<file path="src/rtl/car_sequencer_pkg.sv">
// Shared microsequencer constants and the next-CAR source selector.
package car_sequencer_pkg;

  localparam int unsigned DEF_CAR_BITS    = 6;
  localparam int unsigned DEF_STACK_DEPTH = 4;
  localparam int unsigned DEF_CAR_0       = 'h00;
  localparam int unsigned DEF_CAR_INT0    = 'h38;
  localparam int unsigned DEF_CAR_INT4    = 'h3C;

  // Source of the next control address, in decreasing priority.
  typedef enum logic [2:0] {
    SEL_RESET,
    SEL_HOLD,
    SEL_BRANCH,
    SEL_INT,
    SEL_DISPATCH,
    SEL_CALL,
    SEL_RET,
    SEL_INC
  } car_sel_e;

endpackage

</file>
<file path="src/rtl/car_sequencer_stack.sv">
// Microcall return-address LIFO; pushes while full and pops while empty are ignored.
module car_stack
  import car_sequencer_pkg::*;
#(
  parameter int unsigned WIDTH = DEF_CAR_BITS,
  parameter int unsigned DEPTH = DEF_STACK_DEPTH
) (
  input  logic                           clk,
  input  logic                           rst_n,
  input  logic                           clr,
  input  logic                           push,
  input  logic                           pop,
  input  logic [WIDTH-1:0]               din,
  output logic [WIDTH-1:0]               top,
  output logic [$clog2(DEPTH+1)-1:0]     depth,
  output logic                           full,
  output logic                           empty
);

  localparam int unsigned DW = $clog2(DEPTH + 1);
  localparam int unsigned AW = (DEPTH > 1) ? $clog2(DEPTH) : 1;

  logic [WIDTH-1:0] mem [DEPTH];

  assign full  = (depth == DW'(DEPTH));
  assign empty = (depth == '0);
  assign top   = empty ? '0 : mem[AW'(depth - DW'(1))];

  // Entry storage; contents need no reset since depth gates every read.
  always_ff @(posedge clk) begin
    if (push && !full && !clr) begin
      mem[AW'(depth)] <= din;
    end
  end

  // Occupancy counter.
  always_ff @(posedge clk or negedge rst_n) begin
    if (!rst_n) begin
      depth <= '0;
    end else if (clr) begin
      depth <= '0;
    end else if (push && !full) begin
      depth <= depth + DW'(1);
    end else if (pop && !empty) begin
      depth <= depth - DW'(1);
    end
  end

endmodule

</file>
<file path="src/rtl/car_sequencer.sv">
// Control Address Register and next-microaddress priority selector.
module car_sequencer
  import car_sequencer_pkg::*;
#(
  parameter int unsigned CAR_BITS    = DEF_CAR_BITS,
  parameter int unsigned STACK_DEPTH = DEF_STACK_DEPTH,
  parameter int unsigned CAR_0       = DEF_CAR_0,
  parameter int unsigned CAR_INT0    = DEF_CAR_INT0,
  parameter int unsigned CAR_INT4    = DEF_CAR_INT4
) (
  input  logic                                clk,
  input  logic                                rst_n,
  input  logic                                rst_req,
  input  logic                                INTREQ,
  input  logic                                IF,
  input  logic                                Br,
  input  logic                                stall,
  input  logic                                ucall,
  input  logic                                uret,
  input  logic [CAR_BITS-1:0]                 utarget,
  input  logic [CAR_BITS-1:0]                 CARnew,
  output logic [CAR_BITS-1:0]                 CAR,
  output logic [CAR_BITS-1:0]                 CARnext,
  output logic                                int_ack,
  output logic [$clog2(STACK_DEPTH+1)-1:0]    depth,
  output logic                                ovf,
  output logic                                unf
);

  logic [CAR_BITS-1:0] car_inc;
  logic [CAR_BITS-1:0] stk_top;
  logic                int_pend;
  logic                int_any;
  logic                stk_push;
  logic                stk_pop;
  logic                stk_clr;
  logic                stk_full;
  logic                stk_empty;
  logic                set_ovf;
  logic                set_unf;
  car_sel_e            sel;

  assign car_inc = CAR + CAR_BITS'(1);
  assign int_any = INTREQ | int_pend;

  // Priority decode of the next-address source and stack side effects.
  always_comb begin
    sel      = SEL_INC;
    stk_push = 1'b0;
    stk_pop  = 1'b0;
    stk_clr  = 1'b0;
    set_ovf  = 1'b0;
    set_unf  = 1'b0;
    if (rst_req) begin
      sel     = SEL_RESET;
      stk_clr = 1'b1;
    end else if (stall) begin
      sel = SEL_HOLD;
    end else if (Br) begin
      sel = SEL_BRANCH;
    end else if (IF && int_any) begin
      sel = SEL_INT;
    end else if (IF) begin
      sel = SEL_DISPATCH;
    end else if (ucall) begin
      sel      = SEL_CALL;
      stk_push = 1'b1;
      set_ovf  = stk_full;
      set_unf  = uret;
    end else if (uret) begin
      if (stk_empty) begin
        set_unf = 1'b1;
      end else begin
        sel     = SEL_RET;
        stk_pop = 1'b1;
      end
    end
  end

  // Next-address multiplexer.
  always_comb begin
    CARnext = car_inc;
    case (sel)
      SEL_RESET:    CARnext = CAR_BITS'(CAR_INT4);
      SEL_HOLD:     CARnext = CAR;
      SEL_BRANCH:   CARnext = CAR_BITS'(CAR_0);
      SEL_INT:      CARnext = CAR_BITS'(CAR_INT0);
      SEL_DISPATCH: CARnext = CARnew;
      SEL_CALL:     CARnext = utarget;
      SEL_RET:      CARnext = stk_top;
      default:      CARnext = car_inc;
    endcase
  end

  // CAR, interrupt bookkeeping and sticky stack error flags.
  always_ff @(posedge clk or negedge rst_n) begin
    if (!rst_n) begin
      CAR      <= CAR_BITS'(CAR_INT4);
      int_pend <= 1'b0;
      int_ack  <= 1'b0;
      ovf      <= 1'b0;
      unf      <= 1'b0;
    end else begin
      CAR     <= CARnext;
      int_ack <= (sel == SEL_INT);
      case (sel)
        SEL_RESET: begin
          int_pend <= 1'b0;
          ovf      <= 1'b0;
          unf      <= 1'b0;
        end
        SEL_INT: begin
          int_pend <= 1'b0;
        end
        default: begin
          int_pend <= int_pend | INTREQ;
          ovf      <= ovf | set_ovf;
          unf      <= unf | set_unf;
        end
      endcase
    end
  end

  car_stack #(
    .WIDTH (CAR_BITS),
    .DEPTH (STACK_DEPTH)
  ) u_stack (
    .clk   (clk),
    .rst_n (rst_n),
    .clr   (stk_clr),
    .push  (stk_push),
    .pop   (stk_pop),
    .din   (car_inc),
    .top   (stk_top),
    .depth (depth),
    .full  (stk_full),
    .empty (stk_empty)
  );

endmodule

</file>
<file path="config.mk">
export PLATFORM = sky130hd
export DESIGN_NAME = car_sequencer
export DESIGN_NICKNAME = d
export VERILOG_FILES = /design/src/rtl/car_sequencer_pkg.sv /design/src/rtl/car_sequencer_stack.sv /design/src/rtl/car_sequencer.sv
export SDC_FILE = /design/constraint.sdc
export NUM_CORES = 1
export LEC_CHECK = 0
export CAP_MARGIN = 15
export CORE_ASPECT_RATIO = 1.2
export CORE_MARGIN = 8
export CORE_UTILIZATION = 55
export DETAILED_ROUTE_END_ITERATION = 10
export PLACE_DENSITY = 0.84
export SLEW_MARGIN = 30
export SYNTH_ARGS = -nofsm -noshare
export SYNTH_HDL_FRONTEND = slang
export SYNTH_HIERARCHICAL = 1
export SYNTH_SLANG_ARGS = --single-unit
export TNS_END_PERCENT = 50
</file>
<file path="constraint.sdc">
create_clock -name clk -period 7.6 [get_ports clk]
set_clock_uncertainty 0.2 [all_clocks]
set_input_delay 2.28 -clock clk [delete_from_list [all_inputs] [get_ports clk]]
set_output_delay 2.28 -clock clk [all_outputs]
set_load 0.05 [all_outputs]
</file>
==> summary.md, run 1 <==
| Metric | Value |
|---|---|
| Worst-Skew Late Latency | `0.30 ns` |
| Final WL | `4890 µm` |
| Syn avg cell area | `12.5 µm²` |
| Final HPWL from detailed placement | `3680 µm` |
| CTS Sinks | `37` |
| Relative slew slack | `51.5%` |
| Share of layout cells above drive strength 1 | `16.7%` |
| Setup TNS | `0 ns` |
| Combinational share of power | `18.0%` |
| Crit path largest cell delay | `0.69 ns` |
| Fraction of power consumed by sequential logic | `50.6%` |
| CTS tree | `built` |
| Clock group share of total power | `31.4%` |
| Top-area cell type share of the netlist area | `36.4%` |
| Worst setup SP type | `primary input` |
| Cts repair resizes | `0` |
| Synth area leaders | `edfxtp_1 36%, dfrtp_1 11%, mux4_2 6.8%` |
| Worst min-delay path class | `reg -> reg` |
| Largest net degree at the start of global routing | `17` |
| CTS hold repair buffers | `0` |
| Status | `complete, no violations` |
| CP max FO | `16` |
| Synth Instances | `159` |
| First-pass GRT wire length | `7730 µm` |
| GR Overflow Total | `0` |
| Peak VDD IR | `0.147 mV` |
| Row cnt | `24` |
| Iteration count of the initial detailed-routing pass | `4` |
| YS warnings | `6` |
| Fillers | `258` |
| RSZ-0062 raised after global routing | `no` |
| Routed len/inst | `20.6 µm` |
| Hold Vio Cnt, Final | `0` |
| Fin. max-slew vios | `0` |
| Slowest-stage cell, CP | `clkdlybuf4s50_1` |
| P&R area growth vs syn | `24.3%` |
| Seq. cell area | `1050 µm²` |
| Final setup viols | `0` |
| Required time worst endpoint | `5.12 ns` |
| Top post-synthesis cells by count | `24 x edfxtp_1, 10 x a21oi_1, 10 x nor2_1` |
| Tcrit/Tclk final | `92.6%` |
| Worst-path clk slew | `0.08 ns` |
| # H-tree levels | `2` |
| Seq cells post-synth | `37` |
| Vias in the first global route | `1,520` |
| Top-count cell post-synth | `edfxtp_1` |
| Synth async-reset ratio | `35.1%` |
| Initial core utilization | `55.9%` |
| Initial DRC count | `140` |
| Post-route cell area | `2460 µm²` |
| Post-synth EDFFs | `24` |
| Cell Area, Placed | `2370 µm²` |
| Tot Pwr | `450 µW` |
| Clk root buf | `clkbuf_8` |
| Sw Ratio | `28.8%` |
| Worst-margin pin slew | `0.721 ns` |
| Max-cap viol count | `0` |
| Area of the multi-input gates | `845 µm²` |
| Post-DRT Antenna Nets | `0` |
| Vias | `1,512` |
| Crit path DAT | `4.56 ns` |
| Switching pwr | `130 µW` |
| Inserted Clock Buffers | `5` |
| Synth unique cells | `49` |
| Sequential share of the synthesized area | `53.1%` |
| Fin util | `69.5%` |
| Worst path buffer plus inverter count | `2` |
| CORE AREA | `3540 µm²` |
| Worst setup path class | `in -> out` |
| Critical path, cell by cell | `clkdlybuf4s50_1 -> or4_1 -> nor2_4 -> a22oi_1 -> a31oi_1 -> buf_12` |
| Clock buffer depth | `2` |
| Yosys top cell by area | `edfxtp_1` |
| Fmax | `142 MHz` |
| Internal | `320 µW` |
| Post-Place Cells | `229` |
| Top cell family by delay on the critical path | `buffers and inverters` |
| Initial antenna violation count | `0` |
| # port buffers | `38` |
| Number of diodes | `0` |
| Post-CTS repair timing setup buffer count | `0` |
| Ports | `39` |
| Nets | `224` |
| Synthesized area | `1980 µm²` |
| Via density | `6.38` |
| Cell Pwr Density | `183 nW/µm²` |
| Die X | `70.8 µm` |
| Leakage power total | `0.836 nW` |
| CP Capture Type | `primary output` |
| Die height | `81.7 µm` |
| Total GRT Usage | `17.6%` |
| Gpl congestion | `0.902` |
| Tmin final | `7.04 ns` |
| Drc violations | `0` |
| Ys flop type | `edfxtp_1` |
| Mapped Nets | `186` |
| Fin cells | `237` |
| Die area | `5790 µm²` |
[final timing paths]
| path | startpoint | endpoint | slack, ns | cells after the start |
|---|---|---|---|---|
| hold / removal | unf$_DFFE_PN0N_ | unf$_DFFE_PN0N_ | 0.35 | 2 |
| min in group asynchronous | rst_n | CAR[0]$_DFF_PN0_ | 2.16 | 1 |
| setup reg to reg | u_stack/depth[0]$_DFFE_PN0P_ | u_stack/depth[0]$_DFFE_PN0P_ | 4.23 | 8 |
| setup / recovery | rst_req | CARnext[1] | 0.56 | 6 |
| hold reg to reg | unf$_DFFE_PN0N_ | unf$_DFFE_PN0N_ | 0.35 | 2 |
| max in group asynchronous | rst_n | unf$_DFFE_PN0N_ | 4.65 | 1 |
[per-layer routing]
layer,wire length [µm],vias up,GRT usage (%)
met3,379,20,5.49
met4,155,0,8.75
li1,-,684,-
met1,1920,724,19.3
met5,0,-,0
met2,2440,84,30.6
[worst reg2reg max path, cell delays in order, from the launching register on]
cell	delay, ns
dfrtp_1	0.73
inv_1	0.19
ha_1	0.36
nor2b_1	0.29
nand2b_1	0.23
nor3_1	0.46
mux2i_1	0.23
and4_1	0.26
a311o_2	0.31
[sequential cells by signal (all words and copies together) (netlist names)]
name	count
u_stack/mem	24
CAR	6
u_stack/depth	3
int_ack	1
int_pend	1
ovf	1
unf	1
[cell type report]
cell class / instances / area share [%]
inverter: 9 / 1.37
tap: 39 / 1.98
clock buffer: 5 / 2.79
timing repair buffer: 38 / 15.9
multi-input combinational: 106 / 34.3
clock inverter: 3 / 1.02
sequential: 37 / 42.7
[power groups by stage]
stage	logic [mW]	registers [mW]	clock network, mW
6_report	0.0809	0.228	0.141
5_1_grt	0.0856	0.228	0.152
4_1_cts	0.0808	0.228	0.146
3_5_place_dp	0.0803	0.232	0
3_3_place_gp	0.0785	0.232	0
2_1_floorplan	0.0400	0.240	0
[layout by cell type, fill, tap and decap left out, drive strengths merged, types with 4 or more instances in the layout]
cell,Yosys,final
dfrtp,9,9
dfstp,4,4
nor2b,8,8
mux4,6,6
o21ai,5,5
nand3,4,4
a21oi,10,10
edfxtp,24,24
inv,9,10
and2,5,5
nor2,13,13
nor3,7,7
ha,6,6
buf,4,6
clkdlybuf4s50,0,32
clkbuf,3,5
[stage by stage]
step / worst slack [ns] / hold slack [ns]
after global routing: 0.442 / 0.372
final: 0.561 / 0.346
after floorplan: 1.04 / 0.325
after detailed placement: 0.582 / 0.348
after global placement: 0.674 / 0.317
after CTS: 0.572 / 0.365
[kinds of logic after synthesis]
kind of cell / share of synthesized area (%)
simple gates: 17.2
flops: 53.1
compound gates: 12.6
buf+inv: 4.30
mux: 7.33
fa+ha+maj: 3.79
xor+xnor: 1.77
(Power assumes the default switching activity.)
==> inputs of run 2 (changes only) <==
--- a/config.mk
+++ b/config.mk
@@ -13,2 +13,3 @@
 export PLACE_DENSITY = 0.84
+export SETUP_SLACK_MARGIN = 0.05
 export SLEW_MARGIN = 30
==> constraint.sdc (replaced) <==
create_clock -name clk -period 9 [get_ports clk]
set_clock_uncertainty 0.2 [all_clocks]
set_input_delay 2.7 -clock clk [delete_from_list [all_inputs] [get_ports clk]]
set_output_delay 2.7 -clock clk [all_outputs]
set_load 0.02 [all_outputs]
==> run 2 against run 1 <==
Compared with the run above:
- flip-flop and latch count did not move
- cell area rose by 0.46%
- first-iteration DRC count increased by 10%
- highest routed layer unchanged
- clock-buffer cell count unchanged
- clock power is essentially flat
- via count shrank 2.6%
- critical path depth stayed put
- cell count did not move
- global-route usage decreased by 0.61 points
- non-clock buffer count did not move
- die area unchanged
- largest power group unchanged
- critical endpoint unchanged
==> summary.md, run 2 (synthesized netlist as in run 1, its figures left out) <==
| Metric | Value |
|---|---|
| Place WS | `0.812 ns (+0.231 ns)` |
| Status | `complete, no violations` |
| Fin. max-slew vios | `0 (unchanged)` |
| First-pass GRT wire length | `7660 µm (-0.97%)` |
| Switching pwr | `95.6 µW (-26%)` |
| Internal | `297 µW (-7.1%)` |
| Inserted Clock Buffers | `5 (unchanged)` |
| Die X | `70.8 µm (unchanged)` |
| Iteration count of the initial detailed-routing pass | `4 (unchanged)` |
| Hold Vio Cnt, Final | `0 (unchanged)` |
| Drc violations | `0 (unchanged)` |
| Cell Pwr Density | `159 nW/µm² (-13%)` |
| Cell Area, Placed | `2360 µm² (-0.42%)` |
| Setup TNS | `0 ns (unchanged)` |
| CP max FO | `15 (-1)` |
| Hold Path Depth | `2 (unchanged)` |
| Post-DRT Antenna Nets | `0 (unchanged)` |
| Row cnt | `24 (unchanged)` |
| Initial antenna violation count | `0 (unchanged)` |
| Vias in the first global route | `1,484 (-2.4%)` |
| Ports | `39 (unchanged)` |
| GR Overflow Total | `0 (unchanged)` |
| Worst setup path class | `in -> out` |
| Routed len/inst | `19.9 µm (-3.6%)` |
| Combinational share of power | `14.4% (-3.6 points)` |
| Vias | `1,473 (-2.6%)` |
| Worst-Skew Late Latency | `0.29 ns (about the same)` |
| Initial DRC count | `154 (+10%)` |
| Relative slew slack | `49.1% (-2.4 points)` |
| # H-tree levels | `2 (unchanged)` |
| Gpl congestion | `0.853 (-5.4%)` |
| Fraction of power consumed by sequential logic | `48.9% (-1.7 points)` |
| # port buffers | `38 (unchanged)` |
| P&R area growth vs syn | `24.9%` |
| Largest registers | `u_stack/mem x24, CAR x6, u_stack/depth x3` |
| Number of diodes | `0 (unchanged)` |
| Clk root buf | `clkbuf_8` |
| Required time worst endpoint | `6.10 ns (+0.98 ns)` |
| Worst min-delay path class | `reg -> reg` |
| Leakage power total | `0.834 nW (-0.21%)` |
| Post-Place Cells | `229 (unchanged)` |
| Die area | `5790 µm² (unchanged)` |
| Share of layout cells above drive strength 1 | `13.6% (-3.0 points)` |
| Peak VDD IR | `0.125 mV (-15%)` |
| Top reg by flops | `u_stack/mem` |
| CTS hold repair buffers | `0 (unchanged)` |
| Nets | `224 (unchanged)` |
| Clock buffer depth | `2 (unchanged)` |
| RSZ-0062 raised after global routing | `no` |
| Worst-margin pin slew | `0.756 ns (+0.0353 ns)` |
| Die height | `81.7 µm (unchanged)` |
| Max reg flops | `24 (unchanged)` |
| Worst-path clk slew | `0.08 ns (about the same)` |
| Fmax | `121 MHz` |
| CP Capture Type | `primary output` |
| Worst R2R Path Depth | `8 (unchanged)` |
| Tmin final | `8.23 ns` |
| Post-route cell area | `2470 µm² (+0.46%)` |
| Post-CTS repair timing setup buffer count | `0 (unchanged)` |
| Initial core utilization | `55.9% (unchanged)` |
| WHS | `0.323 ns (-0.0235 ns)` |
| Worst Setup Slack, final | `0.769 ns (+0.208 ns)` |
| Via density | `6.22 (-2.6%)` |
| Crit path DAT | `5.33 ns (+0.77 ns)` |
| Sw Ratio | `24.3% (-4.5 points)` |
| CTS tree | `built` |
| Cts repair resizes | `0 (unchanged)` |
| Clock group share of total power | `36.7% (+5.3 points)` |
| Max-cap viol count | `0 (unchanged)` |
| CORE AREA | `3540 µm² (unchanged)` |
| Largest net degree at the start of global routing | `17 (unchanged)` |
| Fin cells | `237 (unchanged)` |
| Total GRT Usage | `17.0% (-0.61 points)` |
| Final HPWL from detailed placement | `3500 µm (-5.1%)` |
| Most common cell after layout, fill and taps aside | `clkdlybuf4s50_1` |
| Final setup viols | `0 (unchanged)` |
| CTS Sinks | `37 (unchanged)` |
| Final WL | `4720 µm (-3.6%)` |
| Worst setup SP type | `primary input` |
| Most frequent cells in the layout | `38 x clkdlybuf4s50_1, 24 x edfxtp_1, 10 x nor2_1, 10 x a21oi_1` |
| Tcrit/Tclk final | `91.5%` |
[run 2: cell types whose count changed in the layout (fill, tap and decap cells not counted), sizes merged]
| cell | previous run | this run |
|---|---|---|
| buf | 6 | 0 |
| inv | 10 | 9 |
| bufinv | 0 | 1 |
| clkdlybuf4s50 | 32 | 38 |
[run 2: final cells by class]
type,count,area [µm²]
flip-flops and latches,37,1050
fillers,266,1070
inverters,9,33.8
clock inverters,3,46.3
clock buffers,5,68.8
repair buffers,38,380
well taps,39,48.8
multi-input cells,106,845
[run 2: layer usage]
layer	track usage (%)	wire length (µm)	share of wire [%]
met1	19.2	2010	43
met2	29.9	2370	50
met3	4.64	266	5.6
met4	7.50	70	1.5
met5	0	0	0
[run 2: critical path, stage by stage]
cell and delay [ns]:
clkdlybuf4s50_1 0.66, or4_4 0.66, nor2_4 0.23, a22oi_1 0.10
a31oi_1 0.30, clkdlybuf4s50_1 0.67
[run 2: final timing paths]
kind                                              start                      endpoint  slack, ns
setup / recovery                                  stall                    CARnext[1]       0.77
hold / removal                          unf$_DFFE_PN0N_               unf$_DFFE_PN0N_       0.32
setup reg to reg           u_stack/depth[0]$_DFFE_PN0P_  u_stack/depth[0]$_DFFE_PN0P_       5.68
hold reg to reg                         unf$_DFFE_PN0N_               unf$_DFFE_PN0N_       0.32
max in group asynchronous                         rst_n  u_stack/depth[0]$_DFFE_PN0P_       5.62
min in group asynchronous                         rst_n               unf$_DFFE_PN0N_       2.59
[run 2: power by group through the flow]
stage | clock [mW] | sequential, mW | combinational [mW]
2_1_floorplan | 0 | 0.197 | 0.0292
3_3_place_gp | 0 | 0.196 | 0.0552
3_5_place_dp | 0 | 0.196 | 0.0563
4_1_cts | 0.147 | 0.192 | 0.0568
5_1_grt | 0.153 | 0.193 | 0.0607
6_report | 0.144 | 0.192 | 0.0565
[run 2: metrics by stage]
step	power (mW)	util, %
after floorplan	0.226	-
after global placement	0.251	66.6
after detailed placement	0.252	66.6
after CTS	0.396	69.8
after global routing	0.407	69.8
final	0.393	69.8
